`src/rtl/cpu_pkg.sv`:
```
// Shared CPU definitions: fetch state encoding, default PC increment and
// small address helpers used across the pipeline front end.
package cpu_pkg;

    // Fetch controller states (legacy-compatible encoding)
    localparam logic [1:0] ST_BOOT = 2'd0;
    localparam logic [1:0] ST_RUN  = 2'd1;
    localparam logic [1:0] ST_HOLD = 2'd2;

    // Default byte increment between sequential fetches
    localparam int unsigned PC_STEP_DEFAULT = 4;

    // Force a byte address onto a 32-bit word boundary
    function automatic logic [31:0] align_word(input logic [31:0] addr);
        return addr & 32'hFFFF_FFFC;
    endfunction

endpackage

```
`src/rtl/im_fetch_ctrl.sv`:
```
// Instruction fetch controller: drives the instruction memory address and
// enable, tracks the one-cycle IM response, presents fetched words to decode,
// parks a word in local hold registers while decode stalls, and handles
// redirects with top priority.
module im_fetch_ctrl
    import cpu_pkg::*;
#(
    parameter logic [31:0] RESET_PC = 32'h0000_0000,
    parameter int unsigned PC_STEP  = PC_STEP_DEFAULT
) (
    input  logic        clk,
    input  logic        rst_n,
    input  logic        stall,
    input  logic        redirect_valid,
    input  logic [31:0] redirect_pc,
    output logic [31:0] IMaddr,
    output logic        IMen,
    input  logic [31:0] Instruction,
    output logic        if_valid,
    output logic [31:0] if_pc,
    output logic [31:0] if_instr
);

    logic [1:0]  state;
    logic [31:0] fetch_pc;
    logic [31:0] rsp_pc;
    logic        rsp_valid;
    logic [31:0] hold_pc;
    logic [31:0] hold_instr;

    assign IMaddr = fetch_pc;

    // Output muxing: live IM response in RUN, parked word in HOLD, nothing in BOOT
    always_comb begin
        IMen     = 1'b0;
        if_valid = 1'b0;
        if_pc    = '0;
        if_instr = '0;
        if (!redirect_valid) begin
            case (state)
                ST_RUN: begin
                    if_valid = rsp_valid;
                    if_pc    = rsp_pc;
                    if_instr = Instruction;
                    IMen     = !(stall && rsp_valid);
                end
                ST_HOLD: begin
                    if_valid = 1'b1;
                    if_pc    = hold_pc;
                    if_instr = hold_instr;
                    IMen     = !stall;
                end
                default: begin
                    IMen     = 1'b0;
                    if_valid = 1'b0;
                end
            endcase
        end
    end

    // State, fetch PC, response tracking and hold registers
    always_ff @(posedge clk or negedge rst_n) begin
        if (!rst_n) begin
            state      <= ST_BOOT;
            fetch_pc   <= RESET_PC;
            rsp_pc     <= '0;
            rsp_valid  <= 1'b0;
            hold_pc    <= '0;
            hold_instr <= '0;
        end else if (redirect_valid) begin
            state      <= ST_RUN;
            fetch_pc   <= align_word(redirect_pc);
            rsp_valid  <= 1'b0;
            hold_pc    <= '0;
            hold_instr <= '0;
        end else begin
            if (IMen) begin
                fetch_pc  <= fetch_pc + 32'(PC_STEP);
                rsp_pc    <= fetch_pc;
                rsp_valid <= 1'b1;
            end else begin
                rsp_valid <= 1'b0;
            end
            case (state)
                ST_BOOT: state <= ST_RUN;
                ST_RUN: begin
                    if (stall && rsp_valid) begin
                        hold_pc    <= rsp_pc;
                        hold_instr <= Instruction;
                        state      <= ST_HOLD;
                    end
                end
                ST_HOLD: begin
                    if (!stall) state <= ST_RUN;
                end
                default: state <= ST_BOOT;
            endcase
        end
    end

endmodule

```
`config.mk`:
```
export PLATFORM = sky130hd
export DESIGN_NAME = im_fetch_ctrl
export DESIGN_NICKNAME = d
export VERILOG_FILES = /design/src/rtl/cpu_pkg.sv /design/src/rtl/im_fetch_ctrl.sv
export SDC_FILE = /design/constraint.sdc
export NUM_CORES = 1
export LEC_CHECK = 0
export CORE_MARGIN = 8
export CORE_UTILIZATION = 34
export DETAILED_ROUTE_END_ITERATION = 10
export SLEW_MARGIN = 10
export SYNTH_ARGS = -nofsm -noshare
export SYNTH_HDL_FRONTEND = slang
export SYNTH_SLANG_ARGS = --single-unit
```
`constraint.sdc`:
```
create_clock -name clk -period 2.6 [get_ports clk]
set_input_delay 0.65 -clock clk [delete_from_list [all_inputs] [get_ports clk]]
set_output_delay 0.65 -clock clk [all_outputs]
set_load 0.1 [all_outputs]
```
==> impl_metrics.tcl <==
set metrics [dict create \
    grt_pass1_wl_microns 31500 \
    slowest_delay_ps 390 \
    syn_to_final_growth_pct 65.7 \
    endpoint_kind "output port" \
    pwr-share-comb 0.583 \
    synth_flop_cell "dfrtp_1" \
    cap_violations 0 \
    layout_setup_ws_ps -48.3 \
    fin_crit_sh 1.02 \
    cp_top_family "buffers and inverters" \
    multiInputGateArea_sq_um 3270 \
    mostFrequentLayoutCell "nand2_1" \
    ff_latch_area_sq_um 3150 \
    place_inst 965 \
    rsz0062_at_grt "true" \
    ys_seq_area_frac 0.521 \
    grt-ovfl-total 0 \
    cp_max_fo 3 \
    final_util 0.578 \
    cts_tree "yes" \
    synth-seq-cells 126 \
    cts_buffer_depth 2 \
    clock_latency_ps 410 \
    ant_nets 0 \
    ys_warn_count 0 \
    crit_arrival_ps 2000 \
    drtIter0Drc 386 \
    finalClockSkew_ps 9.95 \
    required_ps 1950 \
    drt-total-wl_microns 19500 \
    antenna_cells 0 \
    gp_congestion 0.852 \
    io_pins 166 \
    fin_tns_setup_ps -788 \
    dieHeight_microns 149 \
    htreeDepth 4 \
    final_cell_mix "nand2_1 (128), dfrtp_1 (126), buf_12 (73)" \
    ir_drop_mv 0.693 \
    io_buffer_count 161 \
    hold_path.class "in -> async" \
    cpMaxStageDelayCell "dfrtp_1" \
    slew_headroom 0.527 \
    pre_cts_ws_ps 106 \
    avgSynthCellArea_sq_um 10.0 \
    pwr-share-clk 0.189 \
    slew_viol_final 0 \
    power.internal_w 0.00652 \
    die_area_sq_um 22300 \
    leakagePower_nw 4.49 \
    wl_per_cell_microns 19.2 \
    dpl.hpwl_microns 13100 \
    reg2reg_depth 11 \
    row_count 48 \
    hold_violations 0 \
    total_power_w 0.0124 \
    fin_nets 849 \
    worst_setup_path_start_kind "register" \
    p_per_area_nw_per_um2 1240 \
    synth-edff-count 0 \
    grt_max_degree 127 \
    vias_per_cell 5.41 \
    drive_gt1_frac 0.318 \
    switching_power_w 0.00588 \
    setup_viol 33 \
    dr.pass1.iters 5 \
    grt_pass1_vias 5622 \
    n_fill_cell 1379 \
    core_sq_um 17400 \
    grt_antenna_before_repair 0 \
    vias 5481 \
    die_w_microns 149 \
    final_cells 1014 \
    cp.depth 8 \
    crit_type "reg -> out" \
    numCtsBuffers 17 \
    tightest_slew_ps 709 \
    synth_cell_types 47 \
    async_flop_share 1.00 \
    p_seq_frac 0.229 \
    clk_pin_slew_ps 60 \
    violations "setup timing" \
    drc 0 \
    start_util 0.349 \
    swShare 0.474 \
    min_period_ps 2650 \
    clockRootBuffer "clkbuf_16" \
    synthCells 604 \
    status "finished, violations left" \
    crit_chain "inv_2 -> buf_6 -> ha_4 -> buf_6 -> a21bo_4 -> a21o_1 -> inv_2 -> buf_12" \
    cts.sinks 126 \
    track_usage 0.177 \
    synth_area_sq_um 6050 \
    worst-path-buf-inv 5 \
    fmax_ghz 0.378 \
]
[cell families (layout without fill, tap and decap cells)]
family | Yosys count | count (layout) | share of synthesized area
xor gates and xnor gates | 17 | 17 | 0.0246
AOI/OAI and AO/OA | 173 | 173 | 0.232
adders and majority gates | 5 | 5 | 0.0103
muxes | 3 | 3 | 0.00496
DFF | 126 | 126 | 0.521
and+or+nand+nor | 222 | 222 | 0.167
buffers and inverters | 57 | 241 | 0.0389
other | 1 | 2 | 0.000620
[worst paths after layout]
kind                                       startpoint                          to  slack (ps)
max in group asynchronous                       rst_n      rsp_pc[26]$_DFFE_PN0P_        1740
min in group clk           hold_instr[17]$_DFFE_PN0P_  hold_instr[17]$_DFFE_PN0P_         490
max reg2reg                      state[1]$_DFFE_PN0P_      IMaddr[20]$_DFFE_PN0P_         320
max                              state[1]$_DFFE_PN0P_                        IMen         -50
min                                             rst_n      IMaddr[10]$_DFFE_PN0P_         280
min reg2reg                hold_instr[17]$_DFFE_PN0P_  hold_instr[17]$_DFFE_PN0P_         490
[layer usage]
layer	GRT usage	up-vias	part of all wire
met1	0.237	2681	0.45
met4	0.0676	0	0.019
met2	0.271	216	0.47
met5	0	-	0
met3	0.0419	24	0.062
li1	-	2560	-
[registers in the layout, summed over array words and instances, names as in the netlist]
register and cells:
state 2, IMaddr 30, hold_instr 32, rsp_valid 1
hold_pc 31, rsp_pc 30
[cell type report]
class,instances,share of cell area
Timing Repair Buffer,202,0.270
Multi-Input combinational cell,422,0.326
Tap cell,225,0.0281
Sequential cell,126,0.314
Inverter,7,0.00287
Clock buffer,22,0.0473
Clock inverter,10,0.0112
[per-stage QoR]
stage,cell area (sq um),hold slack [ps]
floorplan,6420,354
global placement,8940,474
detailed placement,8940,482
CTS,9980,362
global route,10000,354
finish,10000,276
[power groups by stage]
stage	clock [W]	sequential, W	combinational [W]
detailed placement	0	0.00282	0.00659
CTS	0.00238	0.00282	0.00720
floorplan	0	0.00327	0.00387
global placement	0	0.00280	0.00653
finish	0.00234	0.00284	0.00722
global route	0.00248	0.00290	0.00754
[synth_stat cells (5+ instances only)]
cell	instances	area [sq um]
clkbuf_1	39	146
a22o_1	85	744
a22oi_1	20	150
nand3_1	12	60.1
nor3_1	5	25.0
dfrtp_1	126	3150
ha_1	5	62.6
nand2_1	128	480
nand4_1	16	100
buf_2	8	40.0
a32o_1	19	190
nor2_1	36	135
xor2_1	17	149
inv_1	6	22.5
o21ai_0	25	125
[what timing repair did]
item	in CTS	in global routing
gates cloned	4	0
endpoints found under the setup margin	66	66
gates resized for setup	46	7
buffers inserted	11	2
pin swaps	44	4
hold endpoints to repair	0	0
hold buffers	0	0
Power figures use the tool's default switching activity.
